File: src/rtl/onehot_led_decoder.sv
// Buffers {flag, index} codes in a small FIFO and replays each one as a registered
// one-hot LED pattern, holding every pattern for HOLD_CYCLES cycles.
module onehot_led_decoder #(
  parameter int CODE_W      = 3,
  parameter int FIFO_DEPTH  = 4,
  parameter int HOLD_CYCLES = 4
) (
  input  logic                          clk,
  input  logic                          rst,
  input  logic                          in_valid,
  input  logic                          in_flag,
  input  logic [CODE_W-1:0]             in_code,
  output logic                          in_ready,
  output logic [(2**CODE_W)-1:0]        led,
  output logic [CODE_W-1:0]             shown_code,
  output logic                          busy,
  output logic [$clog2(FIFO_DEPTH):0]   level
);

  localparam int N  = 2**CODE_W;
  localparam int PW = $clog2(FIFO_DEPTH);
  localparam int LW = PW + 1;
  localparam int HW = (HOLD_CYCLES > 1) ? $clog2(HOLD_CYCLES) : 1;

  typedef enum logic [0:0] {IDLE = 1'b0, SHOW = 1'b1} state_t;

  function automatic logic [N-1:0] decode_led(input logic flag, input logic [CODE_W-1:0] code);
    logic [N-1:0] one_s;
    one_s = {{(N-1){1'b0}}, 1'b1};
    if (flag) begin
      decode_led = one_s << code;
    end else begin
      decode_led = {N{1'b0}};
    end
  endfunction

  state_t              state_q, state_d;
  logic [HW-1:0]       hold_q, hold_d;
  logic [N-1:0]        led_q, led_d;
  logic [CODE_W-1:0]   shown_q, shown_d;
  logic [LW-1:0]       level_q, level_d;
  logic [PW-1:0]       wr_ptr_q, wr_ptr_d, rd_ptr_q, rd_ptr_d;
  logic [CODE_W:0]     mem_q [FIFO_DEPTH];
  logic [CODE_W:0]     mem_d [FIFO_DEPTH];
  logic [CODE_W:0]     head_s;
  logic                push_s, pop_s;

  // Ready looks only at the registered level, so a same-cycle pop never frees a full FIFO.
  assign in_ready = !rst && (level_q != LW'(FIFO_DEPTH));
  assign push_s   = in_valid && in_ready;
  assign head_s   = mem_q[rd_ptr_q];

  // Display FSM: pops the head and reloads with no gap cycle when the hold expires.
  always_comb begin
    state_d = state_q;
    hold_d  = hold_q;
    led_d   = led_q;
    shown_d = shown_q;
    pop_s   = 1'b0;
    case (state_q)
      IDLE: begin
        if (level_q != {LW{1'b0}}) begin
          pop_s   = 1'b1;
          led_d   = decode_led(head_s[CODE_W], head_s[CODE_W-1:0]);
          shown_d = head_s[CODE_W-1:0];
          hold_d  = HW'(HOLD_CYCLES - 1);
          state_d = SHOW;
        end else begin
          state_d = IDLE;
        end
      end
      SHOW: begin
        if (hold_q != {HW{1'b0}}) begin
          hold_d = hold_q - HW'(1);
        end else if (level_q != {LW{1'b0}}) begin
          pop_s   = 1'b1;
          led_d   = decode_led(head_s[CODE_W], head_s[CODE_W-1:0]);
          shown_d = head_s[CODE_W-1:0];
          hold_d  = HW'(HOLD_CYCLES - 1);
          state_d = SHOW;
        end else begin
          state_d = IDLE;
        end
      end
      default: begin
        state_d = IDLE;
      end
    endcase
  end

  always_comb begin
    mem_d = mem_q;
    if (push_s) begin
      mem_d[wr_ptr_q] = {in_flag, in_code};
    end else begin
      mem_d = mem_q;
    end
    wr_ptr_d = push_s ? (wr_ptr_q + PW'(1)) : wr_ptr_q;
    rd_ptr_d = pop_s  ? (rd_ptr_q + PW'(1)) : rd_ptr_q;
    level_d  = level_q + LW'(push_s) - LW'(pop_s);
  end

  always_ff @(posedge clk) begin
    if (rst) begin
      state_q  <= IDLE;
      hold_q   <= {HW{1'b0}};
      led_q    <= {N{1'b0}};
      shown_q  <= {CODE_W{1'b0}};
      level_q  <= {LW{1'b0}};
      wr_ptr_q <= {PW{1'b0}};
      rd_ptr_q <= {PW{1'b0}};
      mem_q    <= '{default: '0};
    end else begin
      state_q  <= state_d;
      hold_q   <= hold_d;
      led_q    <= led_d;
      shown_q  <= shown_d;
      level_q  <= level_d;
      wr_ptr_q <= wr_ptr_d;
      rd_ptr_q <= rd_ptr_d;
      mem_q    <= mem_d;
    end
  end

  assign led        = led_q;
  assign shown_code = shown_q;
  assign busy       = (state_q == SHOW);
  assign level      = level_q;

endmodule
File: config.mk
export PLATFORM = sky130hd
export DESIGN_NAME = onehot_led_decoder
export DESIGN_NICKNAME = d
export VERILOG_FILES = /design/src/rtl/onehot_led_decoder.sv
export SDC_FILE = /design/constraint.sdc
export NUM_CORES = 1
export LEC_CHECK = 0
export ABC_AREA = 1
export BUFFER_PORTS_ARGS = -buffer_cell sky130_fd_sc_hd__buf_2
export CORE_MARGIN = 3
export CORE_UTILIZATION = 40
export CTS_BUF_LIST = sky130_fd_sc_hd__clkbuf_2
export DETAILED_ROUTE_END_ITERATION = 10
export HOLD_SLACK_MARGIN = 0.03
export SLEW_MARGIN = 10
export SYNTH_ARGS = -nofsm -noshare
export SYNTH_HDL_FRONTEND = slang
export SYNTH_SLANG_ARGS = --single-unit
File: constraint.sdc
create_clock -name clk -period 2.7 [get_ports clk]
set_input_delay 0.135 -clock clk [delete_from_list [all_inputs] [get_ports clk]]
set_output_delay 0.135 -clock clk [all_outputs]
set_load 0.05 [all_outputs]
# Word level (Yosys, flattened, before mapping)
# Index checks and enable logic that the tools add are counted.
dict set report totals {
  ff_bits 37
  latchBits 0
  mem_bits_rw 0
  romBits 0
  out_inout_bits 16
  word_cells 52
  mem_count 0
}
dict set report classes {
  n_addsub 5
  n_mul 0
  div 0
  n_lt_le_gt_ge 3
  n_eq_ne 2
  n_shift 1
  muxes 21
  bitwise 3
  reduce_logical 6
}
# operator n
set op_table {}
lappend op_table {{$mux W8} 3}
lappend op_table {{$bwmux W16} 1}
lappend op_table {{$pmux W8 S2} 1}
lappend op_table {{$mux W4} 3}
lappend op_table {{$bmux W4 S2} 1}
lappend op_table {{$demux W4 S2} 1}
lappend op_table {{$shl A1 B3 Y8 const A} 1}
lappend op_table {{$ge A3 B3 Y1 const B} 2}
lappend op_table {{$mux W3} 2}
lappend op_table {{$not A2 Y3} 2}
lappend op_table {{$pmux W3 S2} 1}
lappend op_table {{$add A2 B1 Y2 const B} 2}
lappend op_table {{$mux W2} 2}
lappend op_table {{$pmux W1 S2} 2}
lappend op_table {{$pmux W2 S2} 1}
lappend op_table {{$add A3 B1 Y3} 1}
lappend op_table {{$logic_and A1 B1 Y1} 3}
lappend op_table {{$lt A3 B1 Y1 const B} 1}
lappend op_table {{$mux W1} 3}
lappend op_table {{$ne A3 B3 Y1 const B} 1}
lappend op_table {{$reduce_bool A3 Y1} 1}
lappend op_table {{$sub A3 B1 Y3} 1}
lappend op_table {{$ne A2 B2 Y1 const B} 1}
lappend op_table {{$reduce_bool A2 Y1} 1}
lappend op_table {{other kinds (3)} 3}

# Longest topological paths before layout
# Gate-level depths: netlist of run 1.
dict set report depth {
  word_depth 9
  depth_mapped 11
  mapped_depth_nobuf 11
}

# Worst setup path before layout of run 1
# OpenSTA, ideal clock, no wires.
dict set report synth_timing {
  path_kind {reg-to-reg}
  from {register level_q[0], in the netlist level[0]}
  to {register level_q[2], in the netlist level[2]}
  t_arrival_ns 3.360
  setup_slack_ns -0.730
  stages_incl_launch_ff 10
  path_cell_list {dfxtp_1 inv_1 a31oi_1 nand2_1 ha_1 inv_1 ha_1 fa_1 or2_2 a21oi_1}
}
dict set report synth_via {
  elab_chain_cells 5
  elab_cells_between_ends 9
  classes_between {add/sub: 2; eq/ne: 1; mux: 3; reduce/logical: 3}
}
# item line
set synth_lines {}
lappend synth_lines {{start: declaration} 41} ;# logic [LW-1:0] level_q, level_d;
lappend synth_lines {{start signal: assignment} 109} ;# level_q <= {LW{1'b0}};
lappend synth_lines {{start signal: assignment} 118} ;# level_q <= level_d;
lappend synth_lines {{$ne A3 B3 Y1} 49} ;# assign in_ready = !rst && (level_q != LW'(FIFO_DEPTH));
lappend synth_lines {{$logic_and A1 B1 Y1} 49}
lappend synth_lines {{net in_ready} 13} ;# output logic in_ready,
lappend synth_lines {{$logic_and A1 B1 Y1} 50} ;# assign push_s = in_valid && in_ready;
lappend synth_lines {{$add A3 B1 Y3} 100} ;# level_d = level_q + LW'(push_s) - LW'(pop_s);
lappend synth_lines {{$sub A3 B1 Y3} 100}
# The timed path passes the listed nets, and every way through them passes these cells.
# A chain may end at the register's enable or synchronous reset.

# Worst setup path after layout of run 1
dict set report layout_timing {
  from {register level_q[0], in the netlist level[0]}
  to {register level_q[2], in the netlist level[2]}
}
dict set report layout_via {
  elab_chain_cells 5
  elab_cells_between_ends 9
  classes_between {add/sub: 2; eq/ne: 1; mux: 3; reduce/logical: 3}
}
# item line
set layout_lines {}
lappend layout_lines {{$reduce_bool A3 Y1 *} {62, 75}}
lappend layout_lines {{$mux W1 *} {62, 75}}
lappend layout_lines {{$mux W1} 73} ;# if (hold_q != {HW{1'b0}}) begin
lappend layout_lines {{$pmux W1 S2 *} 60} ;# case (state_q)
lappend layout_lines {{net pop_s} 46} ;# logic push_s, pop_s;
lappend layout_lines {{$sub A3 B1 Y3 *} 100}
# The timed path passes the listed nets; every way through them passes the cells marked *.

==> results.md, run 1 <==
* Synth unique cells at 25
* Worst-margin pin slew at 0.496 ns
* Post-CTS setup buffers at 0
* Fin crit period at 2.21 ns
* P_int at 951 uW
* Flop pwr share at 0.403
* Main combinational cell family by area after synthesis: simple AND/OR/NAND/NOR gates
* Class of the tightest hold or removal check: in2reg
* Leakage at 0.000800 uW
* DR vias/cell at 4.85
* Hold buffer count at cts at 0
* Hold Slack at 0.0377 ns
* TritonRoute pass-1 iters at 4
* Status: finished clean
* Crit start category: flop
* Net Switching at 881 uW
* Synth top area share at 0.440
* F_max at 452 MHz
* I/O pins at 23
* Post-Route Setup TNS at 0 ns
* Core Util, Final at 0.485
* First-pass GRT wire length at 5.57 mm
* Synth Area in Compound Gates at 0.178
* Number of antenna diodes at 0
* Vias in the first global route at 1198
* Mapped cell area at 0.00168 mm^2
* Total GRT Usage at 0.138
* Layout cell share with drive strength beyond 1 at 0.205
* Register Area at 743 um^2
* Max-cap check violation count at 0
* Count of final setup violators at 0
* Area of the multi-input gates at 800 um^2
* Post-layout nets at 253
* CP max stage delay at 0.37 ns
* Cts bufs inserted at 5
* Critical path class: reg2reg
* IO Port Bufs at 22
* Cells after Synth at 215
* Worst Path Required at 3.02 ns
* CTS tree: done
* Full die area at 0.00502 mm^2
* PwrDens at 979 mW/mm^2
* Area contributors post-synth: dfxtp_1 (44%), a21oi_1 (10%), nand2_1 (8.9%)
* Via count at 1392
* Cell taking the most area after synthesis: dfxtp_1
* Worst-path fanout max at 12
* Clock network fraction of design power at 0.132
* GRT overflow at 0
* # clock sinks at 37
* Initial core utilization at 0.437
* Yosys Warn Count at 0
* RSZ-0062 raised after global routing: false
* Worst skew pair latency at 0.39 ns
* Combinational fraction of design power at 0.464
* Seq cells post-synth at 37
* Fill count at 415
* Max Slew Vio Count at 0
* Multiplexer share of the synthesized area at 0
* Slew HR at 0.669
* Register area share after synthesis at 0.440
* Num rows at 22
* Placed cell area at 0.00184 mm^2
* Core Area at 0.00385 mm^2
* Cell breakdown of the critical path: inv_1, nand3b_4, nand2_4, inv_2, ha_1, inv_1, ha_1, fa_1, or2_2, a21oi_1
* First DRT Iteration DRCs at 75
* Post-Syn Nets at 229
* Largest net degree at the start of global routing at 19
* Crit path arrival time at 2.53 ns
* Die H at 70.9 um
* Antenna violations before repair at 0
* Die span in x at 70.9 um
* Delay-heaviest family, CP: adder cells
* Fin area at 0.00187 mm^2
* Clock root buffer: clkbuf_2
* Bufs on Longest Clock Path at 2
* Clock-pin slew on the worst setup and hold paths at 0.19 ns
* DP HPWL at 2.39 mm
* Crit share post-route at 0.819
* VDD IR max at 0.585 mV
* Placer Congestion at 0.756
* Clk_skew at 0.0202 ns
* H-tree depth at 2
* Crit-path slowest cell: fa_1
* Post_cts resized at 0
* Post-Synth Adder-Cell Area at 0.0565
* Switching Share at 0.481
* Simple-Gate Fraction of Synth Area at 0.226
* DRC Markers at 0
* Area Growth Syn to Fin at 11.1%
* Buf+Inv Stages, Crit Path at 3
* Routed len/inst at 11.5 um
* Syn_area_per_cell at 7.83 um^2
* Post-synthesis xor/xnor area fraction at 0.00520
* Critical Path End Type: flop
* Routed Antenna Nets at 0
* Routed WL at 3.31 mm
* Fin. Hold Viols at 0
metal layers:
| metal | GRT usage | vias to the layer above | wire length (um) |
|---|---|---|---|
| met5 | 0 | - | 0 |
| met4 | 0.0501 | 0 | 36 |
| met3 | 0.0384 | 4 | 129 |
| met2 | 0.210 | 25 | 1510 |
| met1 | 0.188 | 607 | 1640 |
| li1 | - | 756 | - |
metrics by stage:
stage                     setup WS [ns]  instances  power [uW]
after floorplan                   0.111        215        1470
after global placement            0.540        280        1610
after detailed placement          0.514        280        1610
after CTS                         0.475        287        1850
after global routing              0.320        287        1980
final                             0.488        287        1830
worst paths after layout:
path | slack [ns] | startpoint | to | cells after the start
worst max-delay path | 0.49 | level[0] | level[2] | 10
worst min-delay path | 0.04 | in_flag | mem_q[15] | 3
worst max register to register | 0.49 | level[0] | level[2] | 10
worst min register to register | 0.45 | mem_q[7] | mem_q[7] | 2
cell usage after synthesis (all sizes together):
master	n
ha	6
nand2	42
clkbuf	3
nand4	4
a21oi	35
buf	3
fa	1
nand3	18
o21ai	23
a31oi	1
or2	1
inv	31
nor2	8
nand3b	1
xor2	1
dfxtp	37
power groups by stage:
stage | clock network, uW | registers [uW] | logic [uW]
floorplan | 0 | 906 | 560
global route | 268 | 755 | 958
CTS | 249 | 739 | 862
detailed placement | 0 | 751 | 860
finish | 242 | 739 | 851
global placement | 0 | 751 | 860
cell families after synthesis:
group                    count (synthesis)
AND/OR/NAND/NOR                         74
buffers and inverters                   37
XOR/XNOR                                 1
AO/OA/AOI/OAI                           59
flip-flops                              37
adder cells (fa/ha/maj)                  7
tightest hold or removal path, cell delays in order:
cell	delay (ns)
buf_2	0.11
o21ai_1	0.07
a21oi_1	0.10
layout make-up:
cell class              instances  share of cell area
clock buffers                   6              0.0161
clock inverters                 1             0.00201
inverters                      31              0.0622
multi-input cells             141               0.427
flip-flops and latches         37               0.397
well taps                      48              0.0321
repair buffers                 23              0.0629
registers in the layout (all words and copies together) (netlist names):
signal,cells
busy,1
hold_q,2
led,8
level,3
mem_q,16
rd_ptr_q,2
shown_code,3
wr_ptr_q,2
placed cells by master, fill, tap and decap left out:
master	count
a21oi_1	34
a21oi_2	1
a31oi_4	1
buf_2	22
buf_4	1
clkbuf_2	6
clkinv_1	1
dfxtp_1	35
dfxtp_2	2
fa_1	1
ha_1	6
inv_1	25
inv_2	6
nand2_1	40
nand2_2	1
nand2_4	1
nand3_1	18
nand3b_4	1
nand4_1	1
nand4_2	3
nor2_1	5
nor2_4	3
o21ai_0	21
o21ai_1	2
or2_2	1
xor2_1	1
Note: power is estimated with default switching activity, not from simulation.
==> run 2: changes to the inputs <==
--- a/config.mk
+++ b/config.mk
@@ -5,7 +5,7 @@
 export SDC_FILE = /design/constraint.sdc
 export NUM_CORES = 1
 export LEC_CHECK = 0
-export ABC_AREA = 1
+export ABC_AREA = 0
 export BUFFER_PORTS_ARGS = -buffer_cell sky130_fd_sc_hd__buf_2
 export CORE_MARGIN = 3
 export CORE_UTILIZATION = 40
==> constraint.sdc (replaced) <==
create_clock -name clk -period 2.3 [get_ports clk]
set_input_delay 0.115 -clock clk [delete_from_list [all_inputs] [get_ports clk]]
set_output_delay 0.115 -clock clk [all_outputs]
set_load 0.05 [all_outputs]
==> results.md, run 2 <==
* Status: finished clean
* Seq cells post-synth at 37 (unchanged)
* Initial core utilization at 0.427 (-0.00983)
* Area of the multi-input gates at 892 um^2 (+12%)
* DR vias/cell at 5.75 (+19%)
* Worst-path fanout max at 7 (-5)
* Layout cell share with drive strength beyond 1 at 0.209 (+0.00428)
* Most used cell, CP: ha_1
* First-pass GRT wire length at 7.11 mm (+28%)
* I/O pins at 23 (unchanged)
* Placer Congestion at 0.802 (+6.1%)
* Die H at 72.3 um (+2.0%)
* Cell breakdown of the critical path: or3b_4, nand2_1, ha_1, inv_1, ha_1, fa_1, xnor2_2, xnor2_1, nor2_1
* Clk_skew at 0.0139 ns (-0.00635 ns)
* Num rows at 23 (+4.5%)
* RSZ-0062 raised after global routing: false
* Post-synthesis xor/xnor area fraction at 0.00996 (+0.00476)
* Fill count at 399 (-3.9%)
* Register area share after synthesis at 0.421 (-0.0185)
* Mapped cell area at 0.00176 mm^2 (+4.4%)
* H-tree depth at 2 (unchanged)
* PwrDens at 977 mW/mm^2 (-0.30%)
* Routed WL at 4.13 mm (+25%)
* Area Growth Syn to Fin at 14.7%
* Crit-path slowest cell: fa_1
* Total GRT Usage at 0.174 (+0.0359)
* Crit path arrival time at 2.43 ns (-0.10 ns)
* Top-count cell post-synth: dfxtp_1
* First DRT Iteration DRCs at 46 (-39%)
* Post-Route Setup TNS at 0 ns (unchanged)
* Number of antenna diodes at 0 (unchanged)
* Vias in the first global route at 1457 (+22%)
* Clock-pin slew on the worst setup and hold paths at 0.17 ns (-0.02 ns)
* Cts bufs inserted at 5 (unchanged)
* Post-Synth Adder-Cell Area at 0.0541 (-0.00237)
* Post-layout nets at 228 (-9.9%)
* Fin crit period at 2.14 ns (-0.0686 ns)
* # clock sinks at 37 (unchanged)
* Worst Path Required at 2.59 ns (-0.43 ns)
* Leakage at 0.000755 uW (-5.7%)
* Multiplexer share of the synthesized area at 0.0754 (+0.0754)
* Max FFs per register at 16 (unchanged)
* Routed Antenna Nets at 0 (unchanged)
* Synth top area share at 0.421 (-0.0185)
* Fin. Hold Viols at 0 (unchanged)
* Bufs on Longest Clock Path at 2 (unchanged)
* Post-Syn Nets at 203 (-11%)
* Max-cap check violation count at 0 (unchanged)
* Worst-margin pin slew at 0.674 ns (+0.178 ns)
* Core Area at 0.00412 mm^2 (+6.8%)
* Routed len/inst at 15.6 um (+35%)
* Synth Area in Compound Gates at 0.216 (+0.0374)
* Count of final setup violators at 0 (unchanged)
* Async SR Flop Fraction at 0 (unchanged)
* Simple-Gate Fraction of Synth Area at 0.147 (-0.0792)
* Via count at 1525 (+9.6%)
* Dominant synthesized flop cell: dfxtp_1
* Most common cell after layout, fill and taps aside: dfxtp_1
* Antenna violations before repair at 0 (unchanged)
* VDD IR max at 0.477 mV (-19%)
* Slew HR at 0.551 (-0.118)
* Max Slew Vio Count at 0 (unchanged)
* Full die area at 0.00523 mm^2 (+4.0%)
* Core Util, Final at 0.490 (+0.00443)
* CTS tree: done
* TritonRoute pass-1 iters at 4 (unchanged)
* DP HPWL at 2.91 mm (+22%)
* Main combinational cell family by area after synthesis: compound AO/OA/AOI/OAI gates
* Largest net degree at the start of global routing at 32 (+13)
* Yosys Warn Count at 0 (unchanged)
* Worst skew pair latency at 0.39 ns (about the same)
* Class of the tightest hold or removal check: in2reg
* EDFF count, synth at 0 (unchanged)
* R2R setup slack at 0.16 ns (-0.33 ns)
* Crit share post-route at 0.932 (+0.113)
* Register Area at 753 um^2 (+1.3%)
* Cells after Synth at 189 (-12%)
* Synth unique cells at 34 (+36%)
* Syn_area_per_cell at 9.30 um^2 (+19%)
* CP max stage delay at 0.42 ns (+0.05 ns)
* F_max at 467 MHz (+3.2%)
* Critical path class: reg2reg
* Most frequent cells in the layout: dfxtp_1 (33), a21oi_1 (23), buf_2 (22), inv_1 (20)
* Critical Path End Type: flop
* Area contributors post-synth: dfxtp_1 (42%), o31ai_1 (7.3%), a21oi_1 (6.5%)
* Biggest register: mem_q
* Cell taking the most area after synthesis: dfxtp_1
* GRT overflow at 0 (unchanged)
* IO Port Bufs at 22 (unchanged)
* Crit start category: flop
* List of most frequent post-synthesis cells: dfxtp_1 (37), a21oi_1 (23), inv_1 (20)
* DRC Markers at 0 (unchanged)
* Clock root buffer: clkbuf_2
* Die span in x at 72.3 um (+2.0%)
[run 2: critical path, delay by kind of cell (launching register included)]
kind,cells,cell delay (ns)
AND/OR/NAND/NOR,3,0.53
flip-flops,1,0.41
adder cells (fa/ha/maj),3,0.73
XOR/XNOR,2,0.34
buffers and inverters,1,0.04
[run 2: layout make-up]
class                           count  share of cell area
Clock buffer                        5              0.0124
Clock inverter                      3             0.00621
Inverter                           20              0.0372
Multi-Input combinational cell    118               0.443
Sequential cell                    37               0.374
Tap cell                           50              0.0310
Timing Repair Buffer               32              0.0968
[run 2: what timing repair did]
| action | 4_1_cts | 5_1_grt |
|---|---|---|
| hold endpoints to repair | 16 | 0 |
| gates resized for setup | 0 | 1 |
| setup endpoints to repair | 0 | 1 |
| hold buffers | 4 | 0 |
| setup buffers | 0 | 0 |
[run 2: logic make-up (layout without fill, tap and decap cells)]
| logic type | count (synthesis) | count (layout) |
|---|---|---|
| buf+inv | 34 | 60 |
| fa+ha+maj | 7 | 7 |
| mux | 7 | 7 |
| flops | 37 | 37 |
| simple gates | 43 | 43 |
| compound gates | 59 | 59 |
| xor+xnor | 2 | 2 |
[run 2: metal layers]
| metal | GRT usage | vias up | wire [um] | part of all wire |
|---|---|---|---|---|
| li1 | - | 757 | - | - |
| met3 | 0.0416 | 6 | 198 | 0.048 |
| met2 | 0.281 | 40 | 1970 | 0.48 |
| met4 | 0.0501 | 0 | 48 | 0.012 |
| met5 | 0 | - | 0 | 0 |
| met1 | 0.232 | 722 | 1910 | 0.46 |
[run 2: final timing paths]
| check | cells after the start | to | from |
|---|---|---|---|
| setup / recovery | 9 | level[2] | level[1] |
| hold / removal | 4 | wr_ptr_q[1] | rst |
| setup reg to reg | 9 | level[2] | level[1] |
| hold reg to reg | 2 | led[1] | led[1] |
[run 2: where the power goes]
| group | switching (uW) | leakage (uW) | internal [uW] |
|---|---|---|---|
| Clock | 213 | 0.0000278 | 66.5 |
| Combinational | 521 | 0.000424 | 323 |
| Sequential | 112 | 0.000303 | 734 |
| Total | 845 | 0.000755 | 1120 |
[run 2: metrics by stage]
step | total power, uW | cell area [um^2] | cells | hold WS, ns | worst slack (ns)
detailed placement | 1680 | 1930 | 253 | 0.417 | 0.120
CTS | 1980 | 2010 | 265 | 0.0952 | 0.0979
finish | 1970 | 2020 | 265 | 0.129 | 0.157
floorplan | 1480 | 1780 | 189 | 0.265 | 0.00549
global route | 2130 | 2020 | 265 | 0.0924 | 0.0158
global placement | 1630 | 1930 | 253 | 0.412 | 0.273
==> run 3: changes to the inputs <==
==> constraint.sdc (replaced) <==
create_clock -name clk -period 2.3 [get_ports clk]
set_input_delay 0 -clock clk [delete_from_list [all_inputs] [get_ports clk]]
set_output_delay 0 -clock clk [all_outputs]
set_load 0.05 [all_outputs]
==> results.md, run 3 (synthesis gave the netlist of run 2 again) <==
* Via count at 1532 (+0.46%)
* R2R cell count at 9 (unchanged)
* PwrDens at 974 mW/mm^2 (-0.23%)
* Vias in the first global route at 1459 (+0.14%)
* Class of the tightest hold or removal check: in2reg
* Number of antenna diodes at 0 (unchanged)
* Crit start category: flop
* Worst Path Required at 2.59 ns (about the same)
* Fin. Hold Viols at 0 (unchanged)
* Fill count at 399 (unchanged)
* IO Port Bufs at 22 (unchanged)
* Initial core utilization at 0.427 (unchanged)
* Die H at 72.3 um (unchanged)
* DP HPWL at 2.91 mm (unchanged)
* Area Growth Syn to Fin at 15.2%
* I/O pins at 23 (unchanged)
* Placer Congestion at 0.802 (unchanged)
* Combinational fraction of design power at 0.428 (about the same)
* Num rows at 23 (unchanged)
* DRC Markers at 0 (unchanged)
* Critical path class: reg2reg
* H-tree depth at 2 (unchanged)
* Register Area at 753 um^2 (unchanged)
* Core Area at 0.00412 mm^2 (unchanged)
* First-pass GRT wire length at 7.11 mm (unchanged)
* Cell breakdown of the critical path: or3b_4, nand2_1, ha_1, inv_1, ha_1, fa_1, xnor2_2, xnor2_1, nor2_1
* Post-layout nets at 229 (+0.44%)
* Crit share post-route at 0.932 (about the same)
* Core Util, Final at 0.492 (+0.00243)
* TritonRoute pass-1 iters at 4 (unchanged)
* GRT overflow at 0 (unchanged)
* Switching Share at 0.430 (+0.000942)
* Post-CTS setup buffers at 0 (unchanged)
* Clock root buffer: clkbuf_2
* Leakage at 0.000759 uW (+0.55%)
* Max-cap check violation count at 0 (unchanged)
* Critical Path End Type: flop
* Most frequent cells in the layout: dfxtp_1 (33), a21oi_1 (23), buf_2 (22), inv_1 (20)
* Setup crit end: level[2]
* Die span in x at 72.3 um (unchanged)
* Count of final setup violators at 0 (unchanged)
* F_max at 467 MHz (about the same)
* Slew HR at 0.552 (+0.00164)
* Crit path arrival time at 2.43 ns (about the same)
* R2R setup slack at 0.16 ns (about the same)
* CTS tree: done
* Full die area at 0.00523 mm^2 (unchanged)
* Clk_skew at 0.00981 ns (-0.00409 ns)
* Worst-path fanout max at 7 (unchanged)
* Layout cell share with drive strength beyond 1 at 0.208 (-0.000969)
* DR vias/cell at 5.76 (about the same)
* Critical Path Source: level[1]
* VDD IR max at 0.477 mV (+0.17%)
* Largest net degree at the start of global routing at 32 (unchanged)
* Routed WL at 4.15 mm (+0.44%)
* Flop pwr share at 0.429 (about the same)
* Delay-heaviest family, CP: adder cells
* Levels on crit path at 9 (unchanged)
* CP max stage delay at 0.42 ns (about the same)
* Clock-pin slew on the worst setup and hold paths at 0.17 ns (about the same)
* Clock network fraction of design power at 0.143 (about the same)
* Routed len/inst at 15.6 um (about the same)
* # clock sinks at 37 (unchanged)
* Routed Antenna Nets at 0 (unchanged)
* Worst skew pair latency at 0.39 ns (about the same)
* Crit-path slowest cell: fa_1
* Max Slew Vio Count at 0 (unchanged)
* Max FFs per register at 16 (unchanged)
* Status: finished clean
* Reg-to-Reg Start: level[1]
* P_int at 1120 uW (+0.10%)
* Worst-margin pin slew at 0.671 ns (-0.00246 ns)
* Total GRT Usage at 0.174 (unchanged)
* Placed cell area at 0.00193 mm^2 (unchanged)
* Critical R2R Capture: level[2]
* Cts bufs inserted at 5 (unchanged)
* Net Switching at 849 uW (+0.49%)
* Fin area at 0.00203 mm^2 (+0.50%)
* Antenna violations before repair at 0 (unchanged)
* Hold Path Depth at 4 (unchanged)
* Area of the multi-input gates at 892 um^2 (unchanged)
* Post-Route Setup TNS at 0 ns (unchanged)
* Buf+Inv Stages, Crit Path at 1 (unchanged)
* Most used cell, CP: ha_1
* Biggest register: mem_q
* Fin crit period at 2.14 ns (-0.000357 ns)
* Most common cell after layout, fill and taps aside: dfxtp_1
* Bufs on Longest Clock Path at 2 (unchanged)
* First DRT Iteration DRCs at 66 (+43%)
* RSZ-0062 raised after global routing: false
run 3: cell count changes in the layout (fill, tap and decap cells not counted):
cell / change
dlygate4sd3_1: +1
run 3: timing repair:
action | CTS | global route
hold endpoints to repair | 17 | 0
hold buffers | 5 | 0
gates resized for setup | 0 | 1
setup endpoints to repair | 0 | 1
run 3: cell type report:
class	instances	area share
inverters	20	0.0371
multi-input cells	118	0.440
well taps	50	0.0309
clock inverters	3	0.00618
flip-flops and latches	37	0.372
repair buffers	33	0.101
clock buffers	5	0.0124
run 3: metrics by stage:
stage / hold slack (ns) / power [uW] / instances / worst slack, ns
6_report: 0.114 / 1970 / 266 / 0.157
5_1_grt: 0.0759 / 2130 / 266 / 0.0158
4_1_cts: 0.0804 / 1980 / 266 / 0.0979
3_5_place_dp: 0.302 / 1680 / 253 / 0.120
3_3_place_gp: 0.297 / 1630 / 253 / 0.273
2_1_floorplan: 0.150 / 1480 / 189 / 0.00549
run 3: worst min-delay path by stage:
| stage | from | to | slack [ns] |
|---|---|---|---|
| final | in_valid | wr_ptr_q[1] | 0.11 |
| after global routing | in_valid | wr_ptr_q[1] | 0.08 |
| after CTS | in_valid | wr_ptr_q[1] | 0.08 |
| after detailed placement | in_flag | mem_q[7] | 0.30 |
| after global placement | in_flag | mem_q[11] | 0.30 |
| after floorplan | in_code[0] | mem_q[0] | 0.15 |
run 3: routing by layer:
metal / part of all wire / GRT usage / vias to the layer above
met4: 0.014 / 0.0501 / 0
met5: 0 / 0 / -
met1: 0.46 / 0.232 / 723
li1: - / - / 760
met2: 0.48 / 0.281 / 41
met3: 0.051 / 0.0416 / 8
run 3: power groups by stage:
stage                     Clock (uW)  Sequential, uW  Combinational (uW)
after floorplan                    0             928                 554
after CTS                        298             845                 834
after global routing             328             866                 939
final                            282             847                 845
after detailed placement           0             858                 826
after global placement             0             847                 788
run 3: tightest hold or removal path, stage by stage:
cell	delay, ns
buf_2	0.10
nor2b_1	0.14
nand2_1	0.09
a31o_2	0.15
